===== src/rtl/aes_ctrl_sequencer_if.sv =====
// Control-chain handshake bundle between the AES sequencer and its host/consumer.
// The master modport is the sequencer side; the slave modport is the host side.
interface aes_ctrl_sequencer_if #(
    parameter int NROUNDS = 10
);
    localparam int RW = $clog2(NROUNDS + 1);

    logic          in_valid;
    logic          in_ready;
    logic          flush;
    logic          load_en;
    logic          step_en;
    logic [RW-1:0] round_idx;
    logic          last_round;
    logic          busy;
    logic          out_valid;
    logic          out_ready;

    modport master (
        input  in_valid,
        input  flush,
        input  out_ready,
        output in_ready,
        output load_en,
        output step_en,
        output round_idx,
        output last_round,
        output busy,
        output out_valid
    );

    modport slave (
        output in_valid,
        output flush,
        output out_ready,
        input  in_ready,
        input  load_en,
        input  step_en,
        input  round_idx,
        input  last_round,
        input  busy,
        input  out_valid
    );
endinterface


===== src/rtl/aes_ctrl_sequencer.sv =====
// Driver of the AES control-propagation chains: one load strobe, NROUNDS rounds of
// LAT cycles each with a step strobe on the last cycle, then a backpressured done.
module aes_ctrl_sequencer #(
    parameter int NROUNDS = 10,
    parameter int LAT     = 4
) (
    input logic                  clk,
    input logic                  rst_n,
    aes_ctrl_sequencer_if.master bus
);
    localparam int RW = $clog2(NROUNDS + 1);
    localparam int CW = (LAT > 1) ? $clog2(LAT) : 1;
    localparam logic [RW-1:0] LAST_RND = RW'(NROUNDS - 1);
    localparam logic [CW-1:0] LAST_CYC = CW'(LAT - 1);

    typedef enum logic [1:0] {
        IDLE  = 2'd0,
        LOAD  = 2'd1,
        ROUND = 2'd2,
        DONE  = 2'd3
    } state_t;

    state_t        r_state;
    state_t        w_state_nxt;
    logic [RW-1:0] r_round_cnt;
    logic [RW-1:0] w_round_nxt;
    logic [CW-1:0] r_cycle_cnt;
    logic [CW-1:0] w_cycle_nxt;

    logic          r_load_en;
    logic          r_step_en;
    logic          r_last_round;
    logic [RW-1:0] r_round_idx;
    logic          r_busy;
    logic          r_out_valid;

    // Flush overrides every transition; DONE accepts a new start when the result drains.
    always_comb begin
        w_state_nxt = r_state;
        w_round_nxt = r_round_cnt;
        w_cycle_nxt = r_cycle_cnt;
        if (bus.flush) begin
            w_state_nxt = IDLE;
            w_round_nxt = '0;
            w_cycle_nxt = '0;
        end else begin
            case (r_state)
                IDLE: begin
                    if (bus.in_valid) begin
                        w_state_nxt = LOAD;
                        w_round_nxt = '0;
                        w_cycle_nxt = '0;
                    end
                end
                LOAD: begin
                    w_state_nxt = ROUND;
                    w_round_nxt = '0;
                    w_cycle_nxt = '0;
                end
                ROUND: begin
                    if (r_cycle_cnt == LAST_CYC) begin
                        w_cycle_nxt = '0;
                        if (r_round_cnt == LAST_RND) begin
                            w_state_nxt = DONE;
                            w_round_nxt = '0;
                        end else begin
                            w_round_nxt = r_round_cnt + RW'(1);
                        end
                    end else begin
                        w_cycle_nxt = r_cycle_cnt + CW'(1);
                    end
                end
                DONE: begin
                    if (bus.out_ready) begin
                        w_state_nxt = bus.in_valid ? LOAD : IDLE;
                        w_round_nxt = '0;
                        w_cycle_nxt = '0;
                    end
                end
                default: begin
                    w_state_nxt = IDLE;
                    w_round_nxt = '0;
                    w_cycle_nxt = '0;
                end
            endcase
        end
    end

    // Outputs are decoded from the next state so they register in step with it.
    always_ff @(posedge clk or negedge rst_n) begin
        if (!rst_n) begin
            r_state      <= IDLE;
            r_round_cnt  <= '0;
            r_cycle_cnt  <= '0;
            r_load_en    <= 1'b0;
            r_step_en    <= 1'b0;
            r_last_round <= 1'b0;
            r_round_idx  <= '0;
            r_busy       <= 1'b0;
            r_out_valid  <= 1'b0;
        end else begin
            r_state      <= w_state_nxt;
            r_round_cnt  <= w_round_nxt;
            r_cycle_cnt  <= w_cycle_nxt;
            r_load_en    <= (w_state_nxt == LOAD);
            r_step_en    <= (w_state_nxt == ROUND) && (w_cycle_nxt == LAST_CYC);
            r_last_round <= (w_state_nxt == ROUND) && (w_round_nxt == LAST_RND);
            r_round_idx  <= (w_state_nxt == ROUND) ? w_round_nxt : '0;
            r_busy       <= (w_state_nxt == LOAD) || (w_state_nxt == ROUND);
            r_out_valid  <= (w_state_nxt == DONE);
        end
    end

    // in_ready follows out_ready in DONE so a drained result can overlap the next start.
    assign bus.in_ready   = (r_state == IDLE) || ((r_state == DONE) && bus.out_ready);
    assign bus.load_en    = r_load_en;
    assign bus.step_en    = r_step_en;
    assign bus.last_round = r_last_round;
    assign bus.round_idx  = r_round_idx;
    assign bus.busy       = r_busy;
    assign bus.out_valid  = r_out_valid;
endmodule


===== src/flat_wrapper.sv =====
// flat-port wrapper written by rule: the top's interface ports become plain ports
module aes_ctrl_sequencer_flat 
#(
    parameter int NROUNDS = 10,
    parameter int LAT     = 4
)
  (clk, rst_n, bus_in_valid, bus_flush, bus_out_ready, bus_in_ready, bus_load_en, bus_step_en, bus_round_idx, bus_last_round, bus_busy, bus_out_valid);
  aes_ctrl_sequencer_if #(.NROUNDS(NROUNDS)) bus_i ();
  input logic clk;
  input logic rst_n;
  input wire logic [$bits(bus_i.in_valid)-1:0] bus_in_valid;
  input wire logic [$bits(bus_i.flush)-1:0] bus_flush;
  input wire logic [$bits(bus_i.out_ready)-1:0] bus_out_ready;
  output wire logic [$bits(bus_i.in_ready)-1:0] bus_in_ready;
  output wire logic [$bits(bus_i.load_en)-1:0] bus_load_en;
  output wire logic [$bits(bus_i.step_en)-1:0] bus_step_en;
  output wire logic [$bits(bus_i.round_idx)-1:0] bus_round_idx;
  output wire logic [$bits(bus_i.last_round)-1:0] bus_last_round;
  output wire logic [$bits(bus_i.busy)-1:0] bus_busy;
  output wire logic [$bits(bus_i.out_valid)-1:0] bus_out_valid;
  assign bus_i.in_valid = bus_in_valid;
  assign bus_i.flush = bus_flush;
  assign bus_i.out_ready = bus_out_ready;
  assign bus_in_ready = bus_i.in_ready;
  assign bus_load_en = bus_i.load_en;
  assign bus_step_en = bus_i.step_en;
  assign bus_round_idx = bus_i.round_idx;
  assign bus_last_round = bus_i.last_round;
  assign bus_busy = bus_i.busy;
  assign bus_out_valid = bus_i.out_valid;
  aes_ctrl_sequencer #(.NROUNDS(NROUNDS), .LAT(LAT)) u_core (.clk(clk), .rst_n(rst_n), .bus(bus_i));
endmodule

===== config.mk =====
export PLATFORM = sky130hd
export DESIGN_NAME = aes_ctrl_sequencer_flat
export DESIGN_NICKNAME = d
export VERILOG_FILES = /design/src/rtl/aes_ctrl_sequencer_if.sv /design/src/rtl/aes_ctrl_sequencer.sv /design/src/flat_wrapper.sv
export SDC_FILE = /design/constraint.sdc
export NUM_CORES = 1
export LEC_CHECK = 0
export CORE_MARGIN = 2
export CORE_UTILIZATION = 49
export DETAILED_ROUTE_END_ITERATION = 10
export PLACE_DENSITY = 0.74
export RECOVER_POWER = 50
export SYNTH_ARGS = -nofsm -noshare
export SYNTH_HDL_FRONTEND = slang
export SYNTH_SLANG_ARGS = --single-unit

===== constraint.sdc =====
create_clock -name clk -period 2.2 [get_ports clk]
set_input_delay 0.33 -clock clk [delete_from_list [all_inputs] [get_ports clk]]
set_output_delay 0.33 -clock clk [all_outputs]
set_load 0.005 [all_outputs]

==> flow_summary.ini, run 1 <==
[grt]
grt_overflow_total = 0
track_usage_pct = 19.2
grt_pass1_vias = 633
grt_first_pass_wirelength_um = 2900
antenna_found_initial = 0
grt_max_degree = 18

[floorplan]
core_um2 = 1730
die_h_um = 46.9
ios = 15
die_w_um = 46.9
std_cell_rows = 15
initial_utilization_pct = 52.2
dieArea_um2 = 2200

[yosys]
syn-mean-instance-area_um2 = 10.5
synth.cell_area_um2 = 902
syn-instance-count = 86
synth_nets = 95
yosys.area.top_type = dfrtp_1
synth-edff-count = 0
synth.area.top_cells = dfrtp_1 (47%), ha_1 (5.5%), inv_1 (3.7%)
synth_cell_type_count = 35
synthArstFlopShare_pct = 100
yosys_warnings = 0
synth_seq_cells = 17
yosysTopAreaCellShare_pct = 47.2
synthFlopType = dfrtp_1
seq_area_frac_synth_pct = 47.2

[layout]
layout_common_cells = dfrtp_1 (16), clkdlybuf4s50_1 (10), inv_1 (9)
diodes = 0
final_common_cell = dfrtp_1
layout.nets = 112
final_util_pct = 62.6
fin_area_um2 = 1080
drive_above_1_share_pct = 12.7
syn2layout_area_growth_pct = 19.8

[drt]
ant_nets = 0
drt-vias-per-instance = 5.65
first_pass_iters = 4
wirelength_um = 1890
met2_length_um = 967
m1WireLength_um = 780
dr_wl_met3_um = 117
top_layer_used = met4
drt_iter0_markers = 38
drcViolationCount = 0
dr_total_vias = 718
wire_per_inst_um = 14.9

[setup_path]
cp.arrival_ns = 1.71
cp_num_cells = 4
crit_family = buffers and inverters
slowest_stage = clkdlybuf4s50_1
r2r-end = u_core.bus.last_round
path_common_cell = clkdlybuf4s50_1
startpoint = bus_out_ready
endpoint = bus_in_ready
cp_max_fo = 4
path_cells = clkdlybuf4s50_1, nand2_1, o21bai_1, clkdlybuf4s50_1
critPathMaxStageDelay_ns = 0.55
ff2ff_path_depth = 7
cp.required_ns = 1.87
start_kind = input pin
cp-end-kind = output port
worstSetupPathType = input pin to output port
rr_startpoint = u_core.r_round_cnt[2]
r2r_slack_ns = 0.20
crit_buf_inv = 2

[power_and_ir_drop]
power_frac_comb_pct = 15.5
power_mw = 0.593
p_sw_share_pct = 26.7
pwr_density_cell_nw_per_um2 = 549
intPower_mw = 0.435
power_frac_seq_pct = 57.1
p_leak_nw = 0.493
vdd_drop_max_uv = 587
switchingPower_mw = 0.159
clkPwrFrac_pct = 27.4

[clocking]
cts_buffer_depth = 2
clkSinkCount = 17
post_cts_resized = 0
post_cts.repair.setup_buffers = 0
clk_latency_ns = 0.29
clk_pin_slew_worst_paths_ns = 0.10
root_buffer = clkbuf_4
tritoncts = built
htree_num_levels = 1
holdBufCountCts = 0
cts_buffers = 3

[placed_design]
place_area_um2 = 1050
gp_congestion = 0.921
dpl.hpwl_um = 1370
portBuffers = 14

[outcome]
status = finished clean

[timing]
period_share_pct = 92.6
tightest_slew_ns = 0.745
rsz0062_at_grt = no
fmax_mhz = 491
slew_headroom_pct = 50.2
finalCriticalPeriod_ns = 2.04
slew_violations = 0
final.setup.tns_ns = 0
clock_skew_ns = 0.0125
hold_violations = 0
setup_violations = 0

[worst_hold_path]
hp-class = input pin to asynchronous set/reset pin

[job]
maxCapViolations = 0
==> power groups by stage <==
stage / Clock (mW) / Sequential, mW / Combinational [mW]
after floorplan: 0 / 0.338 / 0.0553
after detailed placement: 0 / 0.344 / 0.0926
after global routing: 0.184 / 0.341 / 0.102
after global placement: 0 / 0.343 / 0.0914
after CTS: 0.168 / 0.337 / 0.0933
final: 0.163 / 0.339 / 0.0917
==> layout make-up <==
class                           instances  area (um^2)
Inverter                                9         33.8
Fill cell                             163          646
Multi-Input combinational cell         56          412
Timing Repair Buffer                   16          151
Tap cell                               25         31.3
Sequential cell                        17          427
Clock buffer                            4         26.3
==> cells in the mapped netlist, types with 2 or more instances <==
master,number
a21oi_1,6
and2_2,3
buf_4,2
dfrtp_1,17
ha_1,4
inv_1,9
nand2_1,5
nand3_1,3
nand4_1,2
nor2_1,4
nor3_1,3
o21ai_0,3
o21bai_1,2
xor2_1,2
==> per-stage QoR <==
step | hold slack, ns | setup WS [ns] | cells
floorplan | 0.0344 | 0.402 | 86
global placement | 0.559 | 0.170 | 123
detailed placement | 0.570 | 0.133 | 123
CTS | 0.493 | 0.0979 | 127
global route | 0.583 | 0.0959 | 127
finish | 0.534 | 0.163 | 127
==> state kept, by name, summed over array words and instances (netlist names) <==
register	count
u_core.bus.busy	1
u_core.bus.last_round	1
u_core.bus.load_en	1
u_core.bus.out_valid	1
u_core.bus.round_idx	4
u_core.bus.step_en	1
u_core.r_cycle_cnt	2
u_core.r_round_cnt	4
u_core.r_state	2
==> how the worst min path moves through the flow <==
stage                                from                     to  slack, ns  cells past startpoint
finish                              rst_n  u_core.r_cycle_cnt[1]       0.53                      1
global route                        rst_n  u_core.r_cycle_cnt[1]       0.58                      1
CTS                                 rst_n  u_core.r_cycle_cnt[1]       0.49                      1
detailed placement  u_core.r_cycle_cnt[1]  u_core.r_cycle_cnt[1]       0.57                      2
global placement    u_core.r_cycle_cnt[1]  u_core.r_cycle_cnt[1]       0.56                      2
floorplan                           rst_n        u_core.bus.busy       0.03                      0
==> metal layers <==
layer  vias up  global-route usage (%)
li1        333                       -
met1       344                    26.8
met2        37                    29.6
met3         4                    6.92
met4         0                    3.33
met5         -                       0
==> kinds of logic (layout without fill, tap and decap cells) <==
| group | count (synthesis) | after routing | share of synthesized area [%] |
|---|---|---|---|
| simple gates | 29 | 29 | 18.3 |
| compound gates | 20 | 20 | 18.4 |
| flops | 17 | 17 | 47.2 |
| buf+inv | 13 | 29 | 7.49 |
| fa+ha+maj | 4 | 4 | 5.55 |
| xor+xnor | 2 | 2 | 1.94 |
| mux | 1 | 1 | 1.11 |
(Power assumes the default switching activity.)
==> inputs of run 2 (changes only) <==
--- a/config.mk
+++ b/config.mk
@@ -8,7 +8,7 @@
 export CORE_MARGIN = 2
 export CORE_UTILIZATION = 49
 export DETAILED_ROUTE_END_ITERATION = 10
-export PLACE_DENSITY = 0.74
+export DONT_BUFFER_PORTS = 1
 export RECOVER_POWER = 50
 export SYNTH_ARGS = -nofsm -noshare
 export SYNTH_HDL_FRONTEND = slang
==> flow_summary.ini, run 2 (synthesis results as in run 1) <==
[outcome]
status = finished clean

[timing]
setup_violations = 0
clock_skew_ns = 0.00122
hold_violations = 0
fmax_mhz = 505
period_share_pct = 90.0
slew_violations = 0
rsz0062_at_grt = no
final.setup.tns_ns = 0
finalCriticalPeriod_ns = 1.98
slew_headroom_pct = 50.9
tightest_slew_ns = 0.735

[floorplan]
die_w_um = 46.9
initial_utilization_pct = 52.2
dieArea_um2 = 2200
core_um2 = 1730
std_cell_rows = 15
die_h_um = 46.9
ios = 15

[layout]
layout_common_cells = dfrtp_1 (17), inv_1 (9), a21oi_1 (6)
diodes = 0
layout.nets = 98
n_fill_cell = 170
final_common_cell = dfrtp_1
seq_area_um2 = 425
multi_input_area_um2 = 409
drive_above_1_share_pct = 12.5
syn2layout_area_growth_pct = 4.58

[power_and_ir_drop]
p_leak_nw = 0.436
pwr_density_cell_nw_per_um2 = 597
vdd_drop_max_uv = 411
power_mw = 0.563

[drt]
wirelength_um = 1670
drcViolationCount = 0
first_pass_iters = 4
drt-vias-per-instance = 5.38
wire_per_inst_um = 14.8
dr_total_vias = 608
ant_nets = 0
drt_iter0_markers = 13

[setup_path]
rr_startpoint = u_core.r_round_cnt[2]
ff2ff_path_depth = 7
cp_max_fo = 5
crit_buf_inv = 0
cp.arrival_ns = 2.16
r2r-end = u_core.bus.last_round
slowest_stage = dfrtp_1
startpoint = u_core.r_round_cnt[2]
critPathMaxStageDelay_ns = 0.44
worstSetupPathType = flop to flop
cp.required_ns = 2.38
cp-end-kind = flop
path_cells = nor2b_1, and3b_2, nand3_1, a211o_1, ha_1, and2_2, and4b_1
cp_num_cells = 7
start_kind = flop
crit_family = simple AND/OR/NAND/NOR gates
endpoint = u_core.bus.last_round
r2r_slack_ns = 0.22

[clocking]
cts_buffers = 3
root_buffer = clkbuf_4
tritoncts = built
clk_latency_ns = 0.28
clkSinkCount = 17
post_cts_resized = 0
clk_pin_slew_worst_paths_ns = 0.10
cts_buffer_depth = 2
post_cts.repair.setup_buffers = 0
htree_num_levels = 1

[job]
maxCapViolations = 0

[grt]
grt_first_pass_wirelength_um = 2750
grt_overflow_total = 0
track_usage_pct = 17.9
grt_pass1_vias = 571
grt_max_degree = 18
antenna_found_initial = 0

[placed_design]
gp_congestion = 0.807
portBuffers = 0
dpl.hpwl_um = 1270

[worst_hold_path]
hp-class = input pin to flop
holdPathStages = 1
run 2: changes by cell type in the layout (fill, tap and decap cells not counted), sizes merged:
cell / previous run / this run
dlygate4sd3: 4 / 1
clkbuf: 5 / 4
clkdlybuf4s50: 10 / 0
run 2: area by class of cell:
cell class	instances	share of cell area [%]
well taps	25	3.32
inverters	9	3.58
clock buffers	4	2.79
repair buffers	2	1.86
multi-input cells	56	43.4
flip-flops and latches	17	45.1
run 2: power by group:
part | leakage (nW) | internal [mW] | switching, mW
Sequential | 0.234 | 0.324 | 0.0124
Combinational | 0.188 | 0.0226 | 0.0413
Clock | 0.0150 | 0.0703 | 0.0928
run 2: metal layers:
metal	vias to the layer above	wire, um	track usage, %
met3	2	93	3.08
met1	287	855	26.8
met4	0	13	5.00
met2	14	704	27.1
met5	-	0	0
li1	305	-	-
run 2: worst min-delay path by stage:
stage | from | endpoint
2_1_floorplan | rst_n | u_core.bus.busy
3_3_place_gp | rst_n | u_core.r_round_cnt[2]
3_5_place_dp | rst_n | u_core.r_round_cnt[2]
4_1_cts | bus_flush | u_core.r_cycle_cnt[1]
5_1_grt | bus_flush | u_core.r_cycle_cnt[1]
6_report | bus_flush | u_core.r_cycle_cnt[1]
run 2: through the flow:
step,utilization (%),instances,hold slack (ns),worst slack (ns),area [um^2]
floorplan,-,86,0.0344,0.402,902
global placement,52.5,108,0.0349,0.212,907
detailed placement,52.5,108,0.0349,0.238,907
CTS,54.6,113,0.0982,0.218,943
global route,54.6,113,0.0954,0.124,943
finish,54.6,113,0.0995,0.219,943
run 2: worst reg2reg max path, cell delays in order (launching register included):
cell and delay (ns):
dfrtp_1 0.44, nor2b_1 0.16, and3b_2 0.24, nand3_1 0.08
a211o_1 0.34, ha_1 0.24, and2_2 0.19, and4b_1 0.19
run 2: repair_timing:
action / CTS / global route
endpoints found under the setup margin: 0 / 0
endpoints found under the hold margin: 17 / 0
hold buffers: 1 / 0
==> inputs of run 3 (changes only) <==
--- a/config.mk
+++ b/config.mk
@@ -9,6 +9,7 @@
 export CORE_UTILIZATION = 49
 export DETAILED_ROUTE_END_ITERATION = 10
 export DONT_BUFFER_PORTS = 1
+export PLACE_DENSITY = 0.72
 export RECOVER_POWER = 50
 export SYNTH_ARGS = -nofsm -noshare
 export SYNTH_HDL_FRONTEND = slang
==> flow_summary.ini, run 3 (synthesis results as in run 1) <==
[timing]
fin_ws_ns = 0.214
final.setup.tns_ns = 0
setup_violations = 0
tightest_slew_ns = 0.752
slew_headroom_pct = 49.7
finalCriticalPeriod_ns = 1.99
fmax_mhz = 504
hold_violations = 0
clock_skew_ns = 0.00437
period_share_pct = 90.3
slew_violations = 0
rsz0062_at_grt = no

[setup_path]
cp_max_fo = 5
cp-end-kind = flop
cp.required_ns = 2.38
cp.arrival_ns = 2.16
ff2ff_path_depth = 7
worstSetupPathType = flop to flop
r2r_slack_ns = 0.21
start_kind = flop
path_cells = nor2b_1, and3b_2, nand3_1, a211o_1, ha_1, and2_2, and4b_1
slowest_stage = dfrtp_1
crit_family = simple AND/OR/NAND/NOR gates
critPathMaxStageDelay_ns = 0.43
rr_startpoint = u_core.r_round_cnt[2]
r2r-end = u_core.bus.last_round
crit_buf_inv = 0

[grt]
grt_pass1_vias = 626
track_usage_pct = 17.6
grt_first_pass_wirelength_um = 2710
grt_overflow_total = 0
antenna_found_initial = 0
grt_max_degree = 18

[floorplan]
ios = 15
core_um2 = 1730
die_w_um = 46.9
die_h_um = 46.9
initial_utilization_pct = 52.2
dieArea_um2 = 2200
std_cell_rows = 15

[drt]
first_pass_iters = 4
drcViolationCount = 0
wire_per_inst_um = 14.2
dr_total_vias = 625
wirelength_um = 1610
drt-vias-per-instance = 5.53
drt_iter0_markers = 10
ant_nets = 0

[placed_design]
portBuffers = 0
gp_congestion = 0.909
pre_cts_slack_ns = 0.243
dpl.hpwl_um = 1250
placed_cells = 108

[layout]
diodes = 0
layout.nets = 98
syn2layout_area_growth_pct = 4.72
n_fill_cell = 167
layout.cells.non_filler = 113
layout_common_cells = dfrtp_1 (17), inv_1 (9), a21oi_1 (6)
multi_input_area_um2 = 409
seq_area_um2 = 425
final_common_cell = dfrtp_1
drive_above_1_share_pct = 13.6

[job]
maxCapViolations = 0

[clocking]
root_buffer = clkbuf_4
cts_buffers = 3
post_cts_resized = 0
cts_buffer_depth = 2
clk_latency_ns = 0.28
clk_pin_slew_worst_paths_ns = 0.10
htree_num_levels = 1
clkSinkCount = 17
tritoncts = built

[power_and_ir_drop]
p_leak_nw = 0.439
pwr_density_cell_nw_per_um2 = 590
vdd_drop_max_uv = 547
power_mw = 0.558

[worst_hold_path]
hp-class = input pin to flop
min-delay-start = bus_flush
hold_end = u_core.r_cycle_cnt[1]
holdPathStages = 1

[outcome]
status = finished clean
-- run 3: cell count changes in the layout (fill, tap and decap cells not counted) --
cell      change
clkbuf_1      -1
clkinv_2      +1
-- run 3: cell type report --
class | instances | area share, %
clock inverter | 1 | 0.530
inverter | 9 | 3.58
clock buffer | 3 | 2.38
sequential | 17 | 45.0
tap | 25 | 3.31
timing repair buffer | 2 | 1.85
multi-input combinational | 56 | 43.3
-- run 3: worst max path at each step --
stage,from,endpoint,slack (ns),cells past startpoint
floorplan,u_core.r_round_cnt[3],u_core.bus.last_round,0.40,7
global placement,u_core.r_round_cnt[2],u_core.bus.last_round,0.25,7
detailed placement,u_core.r_round_cnt[2],u_core.bus.last_round,0.24,7
CTS,u_core.r_round_cnt[2],u_core.bus.last_round,0.23,7
global route,u_core.r_state[0],u_core.bus.step_en,0.07,7
finish,u_core.r_round_cnt[2],u_core.bus.last_round,0.21,7
-- run 3: layer usage --
layer	wire length, um	global-route usage, %
met1	743	23.5
met2	789	29.0
met3	63	3.46
met4	12	5.00
met5	0	0
-- run 3: what timing repair did --
action | 4_1_cts | 5_1_grt
setup buffers | 0 | 0
hold buffers | 1 | 0
endpoints found under the hold margin | 17 | 0
-- run 3: where the power goes --
group	leakage [nW]	total, mW	switching (mW)	internal [mW]
combinational	0.188	0.0621	0.0395	0.0226
clock	0.0177	0.157	0.0897	0.0673
sequential	0.234	0.339	0.0148	0.324
total	0.439	0.558	0.144	0.414
-- run 3: through the flow --
step	instance area [um^2]	hold slack (ns)	utilization [%]
floorplan	902	0.0344	-
global placement	907	0.0349	52.5
detailed placement	907	0.0350	52.5
CTS	945	0.0949	54.7
global route	945	0.0904	54.7
finish	945	0.107	54.7
